### src/rtl/fetch_pkg.sv
// Shared types and constants for the instruction fetch request sequencer.
//   fetch_state_e   : request FSM states
//   WORD_ALIGN_MASK : clears the byte offset of an address
//   ADDR_INCR       : stride between consecutive fetch words
package fetch_pkg;

   typedef enum logic [0:0] {
      IDLE     = 1'b0,
      REQ_WAIT = 1'b1
   } fetch_state_e;

   localparam logic [31:0] WORD_ALIGN_MASK = 32'hFFFF_FFFC;
   localparam logic [31:0] ADDR_INCR       = 32'd4;

   function automatic logic [31:0] word_align(input logic [31:0] a);
      return a & WORD_ALIGN_MASK;
   endfunction

endpackage

### src/rtl/fetch_req_ctrl_if.sv
// Fetch sequencer bundle: control inputs from the pipeline, the instruction
// bus req/gnt/rvalid port and the prefetch FIFO strobes.
//   master : the sequencer (drives req/addr and FIFO strobes)
//   slave  : pipeline/bus/FIFO side
interface fetch_req_ctrl_if #(
   parameter int FIFO_DEPTH = 3
);
   localparam int FW = $clog2(FIFO_DEPTH + 1);

   logic          fetch_en_i;
   logic          redirect_i;
   logic [31:0]   redirect_addr_i;
   logic [FW-1:0] fifo_free_i;
   logic          instr_req_o;
   logic [31:0]   instr_addr_o;
   logic          instr_gnt_i;
   logic          instr_rvalid_i;
   logic          instr_err_i;
   logic          fifo_push_o;
   logic          fifo_err_o;
   logic          fifo_clear_o;
   logic          busy_o;

   modport master (
      input  fetch_en_i, redirect_i, redirect_addr_i, fifo_free_i,
             instr_gnt_i, instr_rvalid_i, instr_err_i,
      output instr_req_o, instr_addr_o, fifo_push_o, fifo_err_o,
             fifo_clear_o, busy_o
   );

   modport slave (
      output fetch_en_i, redirect_i, redirect_addr_i, fifo_free_i,
             instr_gnt_i, instr_rvalid_i, instr_err_i,
      input  instr_req_o, instr_addr_o, fifo_push_o, fifo_err_o,
             fifo_clear_o, busy_o
   );

endinterface

### src/rtl/fetch_txn_counter.sv
// Up/down counter with synchronous load, saturating at 0 and MAX.
//   clk, rst  : clock, async active-high reset (clears to 0)
//   inc, dec  : count up/down; both together hold the value
//   load      : overrides inc/dec with load_val (clamped to MAX)
//   cnt       : current count
module fetch_txn_counter #(
   parameter int MAX = 2,
   parameter int W   = $clog2(MAX + 1)
) (
   input  logic         clk,
   input  logic         rst,
   input  logic         inc,
   input  logic         dec,
   input  logic         load,
   input  logic [W-1:0] load_val,
   output logic [W-1:0] cnt
);

   always_ff @(posedge clk or posedge rst) begin
      if (rst)
         cnt <= '0;
      else if (load)
         cnt <= (load_val > W'(MAX)) ? W'(MAX) : load_val;
      else if (inc && !dec && cnt != W'(MAX))
         cnt <= cnt + W'(1);
      else if (dec && !inc && cnt != '0)
         cnt <= cnt - W'(1);
   end

endmodule

### src/rtl/fetch_req_ctrl.sv
// Instruction-bus request sequencer feeding the prefetch FIFO.
// Issues word-aligned fetches, keeps at most NUM_REQS transactions in flight
// (further bounded by free FIFO space), turns responses into FIFO pushes and
// drops responses belonging to requests issued before a redirect.
//   clk, rst : clock, async active-high reset
//   bus      : fetch_req_ctrl_if.master (control, instr bus, FIFO strobes)
module fetch_req_ctrl
   import fetch_pkg::*;
#(
   parameter logic [31:0] PC_RESET   = 32'h0,
   parameter int          NUM_REQS   = 2,
   parameter int          FIFO_DEPTH = 3
) (
   input  logic             clk,
   input  logic             rst,
   fetch_req_ctrl_if.master bus
);

   localparam int CW = $clog2(NUM_REQS + 1);
   localparam int FW = $clog2(FIFO_DEPTH + 1);

   fetch_state_e  state_q, state_d;
   logic [31:0]   fetch_addr_q, fetch_addr_d;
   logic [31:0]   req_addr_q, req_addr_d;
   logic          redir_pend_q, redir_pend_d;
   logic          err_hold_q, err_hold_d;
   logic [CW-1:0] out_cnt, disc_cnt, live_cnt, disc_load;
   logic [FW-1:0] free;
   logic          can_issue, gnt_acc, rsp_ok, push, disc_inc, disc_dec;

   // Responses still owed to requests issued after the last redirect; only
   // these will consume FIFO entries.
   assign live_cnt  = out_cnt - disc_cnt;
   assign free      = bus.fifo_free_i;
   assign can_issue = bus.fetch_en_i && !err_hold_q
                      && (32'(out_cnt) < 32'(NUM_REQS))
                      && (32'(live_cnt) < 32'(free));

   assign gnt_acc  = bus.instr_req_o && bus.instr_gnt_i;
   // rvalid with nothing outstanding is a bus error and is ignored
   assign rsp_ok   = bus.instr_rvalid_i && (out_cnt != '0);
   assign push     = rsp_ok && (disc_cnt == '0) && !bus.redirect_i;
   assign disc_dec = rsp_ok && (disc_cnt != '0);
   // Everything still in flight after this edge becomes stale on redirect
   assign disc_load = out_cnt + CW'(gnt_acc) - CW'(rsp_ok);

   assign bus.fifo_push_o  = push;
   assign bus.fifo_err_o   = push && bus.instr_err_i;
   assign bus.fifo_clear_o = bus.redirect_i;
   assign bus.busy_o       = (out_cnt != '0) || (state_q == REQ_WAIT);

   always_comb begin
      state_d          = state_q;
      fetch_addr_d     = fetch_addr_q;
      req_addr_d       = req_addr_q;
      redir_pend_d     = redir_pend_q;
      err_hold_d       = err_hold_q;
      disc_inc         = 1'b0;
      bus.instr_req_o  = 1'b0;
      bus.instr_addr_o = fetch_addr_q;

      case (state_q)
         IDLE: begin
            if (can_issue) begin
               bus.instr_req_o = 1'b1;
               if (bus.instr_gnt_i) begin
                  fetch_addr_d = fetch_addr_q + ADDR_INCR;
               end else begin
                  state_d    = REQ_WAIT;
                  req_addr_d = fetch_addr_q;
               end
            end
         end
         REQ_WAIT: begin
            // Held request is never retracted, whatever else happens
            bus.instr_req_o  = 1'b1;
            bus.instr_addr_o = req_addr_q;
            if (bus.instr_gnt_i) begin
               state_d = IDLE;
               if (redir_pend_q) begin
                  // Stale request: count it for discard, keep redirect target
                  disc_inc     = 1'b1;
                  redir_pend_d = 1'b0;
               end else begin
                  fetch_addr_d = req_addr_q + ADDR_INCR;
               end
            end
         end
         default: state_d = IDLE;
      endcase

      if (push && bus.instr_err_i)
         err_hold_d = 1'b1;

      if (bus.redirect_i) begin
         fetch_addr_d = word_align(bus.redirect_addr_i);
         err_hold_d   = 1'b0;
         // Any request left hanging past this edge targets the old stream
         if (state_d == REQ_WAIT)
            redir_pend_d = 1'b1;
      end
   end

   always_ff @(posedge clk or posedge rst) begin
      if (rst) begin
         state_q      <= IDLE;
         fetch_addr_q <= word_align(PC_RESET);
         req_addr_q   <= word_align(PC_RESET);
         redir_pend_q <= 1'b0;
         err_hold_q   <= 1'b0;
      end else begin
         state_q      <= state_d;
         fetch_addr_q <= fetch_addr_d;
         req_addr_q   <= req_addr_d;
         redir_pend_q <= redir_pend_d;
         err_hold_q   <= err_hold_d;
      end
   end

   fetch_txn_counter #(.MAX(NUM_REQS), .W(CW)) u_out_cnt (
      .clk      (clk),
      .rst      (rst),
      .inc      (gnt_acc),
      .dec      (rsp_ok),
      .load     (1'b0),
      .load_val ('0),
      .cnt      (out_cnt)
   );

   fetch_txn_counter #(.MAX(NUM_REQS), .W(CW)) u_disc_cnt (
      .clk      (clk),
      .rst      (rst),
      .inc      (disc_inc),
      .dec      (disc_dec),
      .load     (bus.redirect_i),
      .load_val (disc_load),
      .cnt      (disc_cnt)
   );

   rvalid_needs_outstanding: assert property (
      @(posedge clk) disable iff (rst) !(bus.instr_rvalid_i && out_cnt == '0));

endmodule

### src/flat_wrapper.sv
// flat-port wrapper written by rule: the top's interface ports become plain ports
module fetch_req_ctrl_flat import fetch_pkg::*;
#(
   parameter logic [31:0] PC_RESET   = 32'h0,
   parameter int          NUM_REQS   = 2,
   parameter int          FIFO_DEPTH = 3
)
  (clk, rst, bus_fetch_en_i, bus_redirect_i, bus_redirect_addr_i, bus_fifo_free_i, bus_instr_gnt_i, bus_instr_rvalid_i, bus_instr_err_i, bus_instr_req_o, bus_instr_addr_o, bus_fifo_push_o, bus_fifo_err_o, bus_fifo_clear_o, bus_busy_o);
  fetch_req_ctrl_if #(.FIFO_DEPTH(FIFO_DEPTH)) bus_i ();
  input  logic clk;
  input  logic rst;
  input wire logic [$bits(bus_i.fetch_en_i)-1:0] bus_fetch_en_i;
  input wire logic [$bits(bus_i.redirect_i)-1:0] bus_redirect_i;
  input wire logic [$bits(bus_i.redirect_addr_i)-1:0] bus_redirect_addr_i;
  input wire logic [$bits(bus_i.fifo_free_i)-1:0] bus_fifo_free_i;
  input wire logic [$bits(bus_i.instr_gnt_i)-1:0] bus_instr_gnt_i;
  input wire logic [$bits(bus_i.instr_rvalid_i)-1:0] bus_instr_rvalid_i;
  input wire logic [$bits(bus_i.instr_err_i)-1:0] bus_instr_err_i;
  output wire logic [$bits(bus_i.instr_req_o)-1:0] bus_instr_req_o;
  output wire logic [$bits(bus_i.instr_addr_o)-1:0] bus_instr_addr_o;
  output wire logic [$bits(bus_i.fifo_push_o)-1:0] bus_fifo_push_o;
  output wire logic [$bits(bus_i.fifo_err_o)-1:0] bus_fifo_err_o;
  output wire logic [$bits(bus_i.fifo_clear_o)-1:0] bus_fifo_clear_o;
  output wire logic [$bits(bus_i.busy_o)-1:0] bus_busy_o;
  assign bus_i.fetch_en_i = bus_fetch_en_i;
  assign bus_i.redirect_i = bus_redirect_i;
  assign bus_i.redirect_addr_i = bus_redirect_addr_i;
  assign bus_i.fifo_free_i = bus_fifo_free_i;
  assign bus_i.instr_gnt_i = bus_instr_gnt_i;
  assign bus_i.instr_rvalid_i = bus_instr_rvalid_i;
  assign bus_i.instr_err_i = bus_instr_err_i;
  assign bus_instr_req_o = bus_i.instr_req_o;
  assign bus_instr_addr_o = bus_i.instr_addr_o;
  assign bus_fifo_push_o = bus_i.fifo_push_o;
  assign bus_fifo_err_o = bus_i.fifo_err_o;
  assign bus_fifo_clear_o = bus_i.fifo_clear_o;
  assign bus_busy_o = bus_i.busy_o;
  fetch_req_ctrl #(.PC_RESET(PC_RESET), .NUM_REQS(NUM_REQS), .FIFO_DEPTH(FIFO_DEPTH)) u_core (.clk(clk), .rst(rst), .bus(bus_i));
endmodule
### config.mk
export PLATFORM = sky130hd
export DESIGN_NAME = fetch_req_ctrl_flat
export DESIGN_NICKNAME = d
export VERILOG_FILES = /design/src/rtl/fetch_pkg.sv /design/src/rtl/fetch_req_ctrl_if.sv /design/src/rtl/fetch_txn_counter.sv /design/src/rtl/fetch_req_ctrl.sv /design/src/flat_wrapper.sv
export SDC_FILE = /design/constraint.sdc
export NUM_CORES = 1
export LEC_CHECK = 0
export CORE_ASPECT_RATIO = 1.1
export CORE_MARGIN = 4
export CORE_UTILIZATION = 57
export CTS_CLUSTER_DIAMETER = 50
export CTS_CLUSTER_SIZE = 8
export DETAILED_ROUTE_END_ITERATION = 12
export HOLD_SLACK_MARGIN = 0.15
export PLACE_DENSITY_LB_ADDON = 0.08
export SLEW_MARGIN = 10
export SYNTH_ARGS = -nofsm -noshare
export SYNTH_HDL_FRONTEND = slang
export SYNTH_SLANG_ARGS = --single-unit
### constraint.sdc
create_clock -name clk -period 5.5 [get_ports clk]
set_input_delay 1.375 -clock clk [delete_from_list [all_inputs] [get_ports clk]]
set_output_delay 1.375 -clock clk [all_outputs]
set_load 0.02 [all_outputs]
==> results of run 1 <==
## per-stage QoR
step                      setup WS (ns)  std cells  instance area (um^2)  utilization, %
after detailed placement          0.608        562                  5000            70.2
after global placement            0.620        562                  5000            70.2
final                             0.603        578                  5200            72.9
after CTS                         0.597        578                  5200            72.9
after global routing              0.523        578                  5200            72.9
after floorplan                    1.45        420                  4230               -
## worst max-delay path, cell delays in order
cell	delay (ns)
clkdlybuf4s50_1	0.45
inv_1	0.04
ha_1	0.18
or4b_4	0.52
o21bai_1	0.29
clkdlybuf4s50_1	0.66
## path summary, 6_finish.rpt
kind / startpoint / to / slack (ns)
worst min register to register: u_core.err_hold_q / u_core.err_hold_q / 0.50
max in group asynchronous: rst / u_core.err_hold_q / 3.05
min in group asynchronous: rst / u_core.u_out_cnt.cnt[1] / 1.46
worst min-delay path: u_core.err_hold_q / u_core.err_hold_q / 0.50
worst max-delay path: bus_fifo_free_i[1] / bus_instr_req_o / 0.60
worst max register to register: u_core.state_q / u_core.fetch_addr_q[24] / 2.13
## area by class of cell
| cell class | instances | area [um^2] | area share, % |
|---|---|---|---|
| clock inverter | 7 | 72.6 | 1.40 |
| timing repair buffer | 81 | 796 | 15.3 |
| sequential | 71 | 1780 | 34.2 |
| multi-input combinational | 303 | 2240 | 43.1 |
| inverter | 22 | 82.6 | 1.59 |
| tap | 85 | 106 | 2.05 |
| clock buffer | 9 | 124 | 2.38 |
## logic make-up after synthesis
family	Yosys count	synth area share, %
buffers and inverters	46	5.35
AND/OR/NAND/NOR	109	13.9
AO/OA/AOI/OAI	99	15.3
flip-flops	71	42.0
multiplexers	60	15.7
adder cells (fa/ha/maj)	6	1.77
XOR/XNOR	29	6.00
## synthesized netlist by cell type, drive strengths merged (9+ instances only)
master	count
dfrtp	71
o21ai	37
nand4	10
nand2	41
o22ai	9
inv	22
mux2	50
buf	17
mux2i	10
xnor2	21
nor2	13
a22oi	22
nand3	15
a21oi	9
## routing by layer
metal | wire length (um) | track usage, %
met4 | 48 | 5.89
met1 | 4680 | 32.4
met5 | 0 | 0
met2 | 5130 | 40.7
met3 | 406 | 5.01
## power by group through the flow
stage | sequential [uW] | clock (uW) | combinational [uW]
2_1_floorplan | 830 | 0 | 969
3_3_place_gp | 922 | 0 | 1290
3_5_place_dp | 936 | 0 | 1320
4_1_cts | 929 | 428 | 1330
5_1_grt | 966 | 455 | 1430
6_report | 933 | 420 | 1320
## state kept, by name (all words and copies together), names as in the netlist
signal / cells
u_core.err_hold_q: 1
u_core.fetch_addr_q: 32
u_core.redir_pend_q: 1
u_core.req_addr_q: 32
u_core.state_q: 1
u_core.u_disc_cnt.cnt: 2
u_core.u_out_cnt.cnt: 2
==> flow_summary.ini, run 1 <==
[detailed_routing]
postRouteAntennaNets = 0
post_drt_wl_per_cell_um = 17.8
via_per_inst = 5.97
num_vias = 3452
drc = 0
routed_wl_mm = 10.3
drt_iter0_markers = 214
drtPass1Iterations = 4

[min_path]
hold_class = reg -> reg
holdPathStages = 1

[place]
place.gp.congestion = 0.810
io_buffer_count = 75
hpwlAfterDp_mm = 6.97

[sta]
hold_viol = 0
timing.fmax_mhz = 204
whs_ns = 0.503
rsz0062_at_grt = false
fin_tns_setup_ns = 0
relSlewSlack_pct = 31.2
finClkSkew_ns = 0.00830
drv_slew = 0
layout_min_cycle_time_ns = 4.90
worstMarginPinSlew_ns = 1.03
setup_viol = 0
fin_crit_sh_pct = 89.0

[setup_path]
start_kind = primary input
worstSetupPathType = in -> out
worst_r2r_path_depth = 9
cp_max_fo = 4
cp_data_arrival_time_ns = 3.52
worstPathRequired_ns = 4.12
worstSetupEndpointType = output pin

[synthesis]
ys_warn_count = 0
syn_nets = 467
syn-cell-area_mm2 = 0.00423
netlist_instances = 420
synth_edf_count = 0
avgSynthCellArea_um2 = 10.1
ys_ff_latch = 71
synth_flop_cell = dfrtp_1
synth_top_area_share_pct = 42.0
synth_area_leader_cell = dfrtp_1
ys_seq_area_share_pct = 42.0
ys_async_sr_fraction_pct = 100
yosys-top-cells-area = dfrtp_1 (42%), mux2_2 (13%), xnor2_1 (4.3%), a22oi_1 (3.7%), nand2_1 (3.6%)
yosysUniqueCellTypes = 53

[power]
peakVddDrop_v = 0.000312
pwr-share-clk_pct = 15.7
p_sw_share_pct = 40.9
p_seq_share_pct = 34.9
combPwrFrac_pct = 49.4
p_int_uw = 1580
power.total_uw = 2670
leakagePower_uw = 0.00211
p_sw_uw = 1090
p_per_area_mw_per_mm2 = 514

[global_route]
grt_max_degree = 52
gr-total-overflow = 0
track_usage_pct = 24.2
antenna_found_initial = 0
grt_pass1_wl_mm = 17.5
grt_pass1_vias = 3573

[run_status]
status = finished clean

[floorplan]
die_w_um = 90.2
start_util_pct = 59.4
ios = 78
fp.dieH_um = 98.4
die_area_mm2 = 0.00887
core_area_mm2 = 0.00713
num_rows = 32

[clock_tree]
cts_max_level = 3
clk_pin_slew_ns = 0.07
clockBufferDepth = 2
clockRootBuffer = clkbuf_8
cts.sink_count = 71
cts_tree = yes
cts_made_buffers = 9
hold_buffers = 0
clk_latency_ns = 0.35
postCtsSetupBuffers = 0
cts_resized = 0

[final_layout]
syn2layout_area_growth_pct = 22.8
antenna_cells = 0
drive_gt1_share_pct = 16.8
final_net_count = 535
fill_cells = 565
final_cell_mix = clkdlybuf4s50_1 (75), dfrtp_1 (70), mux2_2 (48)
layout_commonest_cell = clkdlybuf4s50_1

[flow_run]
max_cap_violations = 0
(Power assumes the default switching activity.)
==> run 2: changes to the inputs <==
- CORE_UTILIZATION: 57 -> 59
- CTS_BUF_LIST: not set -> sky130_fd_sc_hd__clkbuf_8
- SYNTH_HIERARCHICAL: not set -> 1
==> flow_summary.ini, run 2 <==
[detailed_routing]
via_per_inst = 6.07
postRouteAntennaNets = 0
drc = 0
drtPass1Iterations = 5
num_vias = 3705
drt_iter0_markers = 282
post_drt_wl_per_cell_um = 17.6
routed_wl_mm = 10.7

[sta]
worstMarginPinSlew_ns = 1.00
relSlewSlack_pct = 33.0
hold_viol = 0
timing.fmax_mhz = 197
rsz0062_at_grt = false
setup_viol = 0
fin_tns_setup_ns = 0
fin_crit_sh_pct = 92.4
layout_min_cycle_time_ns = 5.08
drv_slew = 0
finClkSkew_ns = 0.00461

[floorplan]
die_area_mm2 = 0.00879
start_util_pct = 61.2
num_rows = 32
fp.dieH_um = 97.9
core_area_mm2 = 0.00709
die_w_um = 89.8
ios = 78

[clock_tree]
hold_buffers = 0
clockRootBuffer = clkbuf_8
cts.sink_count = 71
clockBufferDepth = 2
cts_max_level = 3
clk_latency_ns = 0.34
clk_pin_slew_ns = 0.07
cts_made_buffers = 9
cts_resized = 0
cts_tree = yes
postCtsSetupBuffers = 0

[place]
io_buffer_count = 75
place.gp.congestion = 0.867
hpwlAfterDp_mm = 7.44

[setup_path]
cp_data_arrival_time_ns = 3.71
worstPathRequired_ns = 4.12
worstSetupPathType = in -> out
start_kind = primary input
worstSetupEndpointType = output pin
cp_max_fo = 4

[synthesis]
yosysUniqueCellTypes = 49
syn-cell-area_mm2 = 0.00434
netlist_instances = 445
ys_seq_area_share_pct = 40.9
synth_edf_count = 0
yosysMostFrequentCell = dfrtp_1
yosys-top-cells-area = dfrtp_1 (41%), mux2_2 (15%), xnor2_1 (5.2%), nand2_1 (3.5%), a21oi_1 (3.5%)
netlist_top_cells_count = dfrtp_1 (71), mux2_2 (56), nand2_1 (41), a21oi_1 (30), nor2_1 (29)
synth_top_area_share_pct = 40.9
synth_area_leader_cell = dfrtp_1
synth_flop_cell = dfrtp_1
ys_ff_latch = 71
ys_async_sr_fraction_pct = 100
ys_warn_count = 6
avgSynthCellArea_um2 = 9.75

[global_route]
antenna_found_initial = 0
grt_pass1_vias = 3768
grt_max_degree = 38
gr-total-overflow = 0
grt_pass1_wl_mm = 18.1
track_usage_pct = 25.1

[power]
p_per_area_mw_per_mm2 = 492
peakVddDrop_v = 0.000266
leakagePower_uw = 0.00219
power.total_uw = 2620

[final_layout]
syn2layout_area_growth_pct = 22.5
reg_top3 = u_core/fetch_addr_q: 32 flops, u_core/req_addr_q: 32 flops
regArea_mm2 = 0.00178
final_net_count = 567
antenna_cells = 0
final_cell_mix = clkdlybuf4s50_1 (75), dfrtp_1 (70), mux2_2 (56)
fill_cells = 541
multi_input_area_mm2 = 0.00242
drive_gt1_share_pct = 16.4
layout_commonest_cell = clkdlybuf4s50_1

[min_path]
hold_class = reg -> reg

[flow_run]
max_cap_violations = 0

[run_status]
status = finished clean
## run 2: changes by cell type after synthesis, sizes merged, moves of 6 or more
| cell | change |
|---|---|
| a21oi | +22 |
| mux2 | +6 |
| nand3b | +8 |
| buf | -6 |
| o22ai | +7 |
| nor2 | +16 |
| a22oi | -12 |
| o21ai | -22 |
## run 2: power breakdown
group / switching (uW) / internal, uW
clock: 181 / 153
combinational: 663 / 665
sequential: 234 / 722
total: 1080 / 1540
## run 2: logic make-up (layout without fill, tap and decap cells)
| kind of cell | count (synthesis) | count (layout) | share of synthesized area (%) |
|---|---|---|---|
| AOI/OAI and AO/OA | 93 | 93 | 13.4 |
| DFF | 71 | 71 | 40.9 |
| xor gates and xnor gates | 33 | 33 | 6.66 |
| buffers and inverters | 39 | 113 | 3.78 |
| and+or+nand+nor | 133 | 133 | 15.9 |
| muxes | 70 | 70 | 17.8 |
| adders and majority gates | 5 | 5 | 1.44 |
| other | 1 | 7 | 0.0864 |
## run 2: final timing paths
kind / startpoint / end / slack, ns / depth (start not counted)
worst max-delay path: bus_fifo_free_i[1] / bus_instr_req_o / 0.42 / 7
worst min-delay path: u_core/err_hold_q / u_core/err_hold_q / 0.49 / 1
worst max register to register: u_core/u_out_cnt/cnt[0] / u_core/fetch_addr_q[14] / 1.85 / 12
worst min register to register: u_core/err_hold_q / u_core/err_hold_q / 0.49 / 1
max in group asynchronous: rst / u_core/req_addr_q[9] / 2.95 / 3
min in group asynchronous: rst / u_core/u_disc_cnt/cnt[1] / 1.29 / 2
## run 2: final cells by class
cell class / instances / share of cell area [%]
clock inverter: 6 / 0.471
sequential: 71 / 33.4
timing repair buffer: 81 / 15.0
inverter: 17 / 1.20
tap: 85 / 2.00
clock buffer: 9 / 2.33
multi-input combinational: 341 / 45.6
## run 2: per-stage QoR
step                      cells  hold slack (ns)  area, um^2  util [%]  worst slack, ns
after CTS                   610            0.489        5320      75.0            0.409
after floorplan             451            0.442        4360         -             1.47
after detailed placement    595            0.474        5170      72.9            0.425
after global placement      595            0.460        5170      72.9            0.442
after global routing        610            0.523        5320      75.0            0.336
final                       610            0.490        5320      75.0            0.418
## run 2: critical path: stages
cell             delay, ns
clkdlybuf4s50_1       0.45
inv_1                 0.04
ha_1                  0.17
or4b_2                0.63
a21oi_1               0.24
or2_2                 0.19
clkdlybuf4s50_1       0.61
## run 2: routing by layer
layer	track usage [%]	share of wire, %	vias to the layer above
met3	5.62	6.0	22
met2	42.9	49	128
met4	9.20	1.5	0
li1	-	-	1741
met5	0	0	-
met1	31.4	43	1814
==> run 3: changes to the inputs <==
- CTS_BUF_LIST: sky130_fd_sc_hd__clkbuf_8 -> sky130_fd_sc_hd__clkbuf_2 sky130_fd_sc_hd__clkbuf_4 sky130_fd_sc_hd__clkbuf_8
==> flow_summary.ini, run 3 (synthesis gave the netlist of run 2 again) <==
[final_layout]
syn2layout_area_growth_pct = 22.9
layout_commonest_cell = clkdlybuf4s50_1
reg_top3 = u_core/fetch_addr_q: 32 flops, u_core/req_addr_q: 32 flops
final_cell_mix = clkdlybuf4s50_1 (75), dfrtp_1 (70), mux2_2 (56)
design_area_mm2 = 0.00533
antenna_cells = 0
final_net_count = 567
drive_gt1_share_pct = 17.1

[place]
hpwlAfterDp_mm = 7.44
dpl-instance-area_mm2 = 0.00517
place.gp.congestion = 0.867
io_buffer_count = 75

[global_route]
antenna_found_initial = 0
grt_max_degree = 38
grt_pass1_wl_mm = 18.1
track_usage_pct = 25.1
gr-total-overflow = 0
grt_pass1_vias = 3759

[power]
leakagePower_uw = 0.00219
peakVddDrop_v = 0.000268
power.total_uw = 2650
p_per_area_mw_per_mm2 = 497

[detailed_routing]
postRouteAntennaNets = 0
post_drt_wl_per_cell_um = 17.7
via_per_inst = 6.02
routed_wl_mm = 10.8
num_vias = 3671
drc = 0
drtPass1Iterations = 5
drt_iter0_markers = 255

[sta]
relSlewSlack_pct = 31.2
timing.fmax_mhz = 196
setup_viol = 0
fin_crit_sh_pct = 92.5
worstMarginPinSlew_ns = 1.03
rsz0062_at_grt = false
hold_viol = 0
finClkSkew_ns = 0.00745
fin_tns_setup_ns = 0
drv_slew = 0
layout_min_cycle_time_ns = 5.09

[clock_tree]
clk_pin_slew_ns = 0.07
cts_tree = yes
cts.sink_count = 71
clockRootBuffer = clkbuf_8
cts_made_buffers = 9
cts_resized = 0
postCtsSetupBuffers = 0
clk_latency_ns = 0.34
cts_max_level = 3
clockBufferDepth = 2
hold_buffers = 0

[setup_path]
path_delay_family = buffers and inverters
worstPathRequired_ns = 4.12
cpMostUsedCell = clkdlybuf4s50_1
start_kind = primary input
cp_slowest_cell = or4b_2
worst_r2r_path_depth = 12
cp_data_arrival_time_ns = 3.71
cp_max_fo = 4
path_buf_inv = 3
worstSetupPathType = in -> out
path_depth = 7
worstSetupEndpointType = output pin
path_cells = clkdlybuf4s50_1 -> inv_1 -> ha_1 -> or4b_2 -> a21oi_1 -> or2_2 -> clkdlybuf4s50_1
max_stage_delay_ns = 0.63

[run_status]
status = finished clean

[floorplan]
start_util_pct = 61.2
die_area_mm2 = 0.00879
ios = 78
num_rows = 32
fp.dieH_um = 97.9
die_w_um = 89.8
core_area_mm2 = 0.00709

[min_path]
holdPathStages = 1
hold_class = reg -> reg

[flow_run]
max_cap_violations = 0
[run 3: per-layer routing]
metal | up-vias | share of wire, % | track usage, %
li1 | 1735 | - | -
met1 | 1778 | 43 | 31.8
met2 | 136 | 49 | 43.1
met3 | 22 | 6.1 | 5.24
met4 | 0 | 1.6 | 8.73
met5 | - | 0 | 0
[run 3: metrics by stage]
stage / setup WS, ns / utilization (%) / std cells / hold slack, ns
after floorplan: 1.47 / - / 451 / 0.442
after global placement: 0.442 / 72.9 / 595 / 0.460
after detailed placement: 0.425 / 72.9 / 595 / 0.474
after CTS: 0.400 / 75.2 / 610 / 0.489
after global routing: 0.343 / 75.2 / 610 / 0.523
final: 0.411 / 75.2 / 610 / 0.484
[run 3: cell type report]
type,count,area (um^2)
tap,85,106
inverter,17,63.8
clock inverter,2,10.0
timing repair buffer,81,796
clock buffer,13,154
multi-input combinational,341,2420
fill,537,1760
sequential,71,1780
[run 3: path summary, 6_finish.rpt]
path / from / to / slack, ns
min: u_core/err_hold_q / u_core/err_hold_q / 0.48
min reg2reg: u_core/err_hold_q / u_core/err_hold_q / 0.48
max in group asynchronous: rst / u_core/fetch_addr_q[4] / 2.98
max: bus_fifo_free_i[1] / bus_instr_req_o / 0.41
max reg2reg: u_core/u_out_cnt/cnt[0] / u_core/fetch_addr_q[18] / 1.80
min in group asynchronous: rst / u_core/u_disc_cnt/cnt[1] / 1.29
[run 3: report_power, final]
group	total, uW	switching [uW]	internal (uW)
logic	1330	665	665
clock network	363	183	180
registers	957	235	722
[run 3: worst reg2reg max path: cells and delay by family (launching register included)]
| family | cells | cell delay, ns |
|---|---|---|
| AO/OA/AOI/OAI | 3 | 0.80 |
| AND/OR/NAND/NOR | 3 | 1.24 |
| adder cells (fa/ha/maj) | 2 | 0.39 |
| XOR/XNOR | 2 | 0.28 |
| flip-flops | 1 | 0.48 |
| buffers and inverters | 2 | 0.41 |
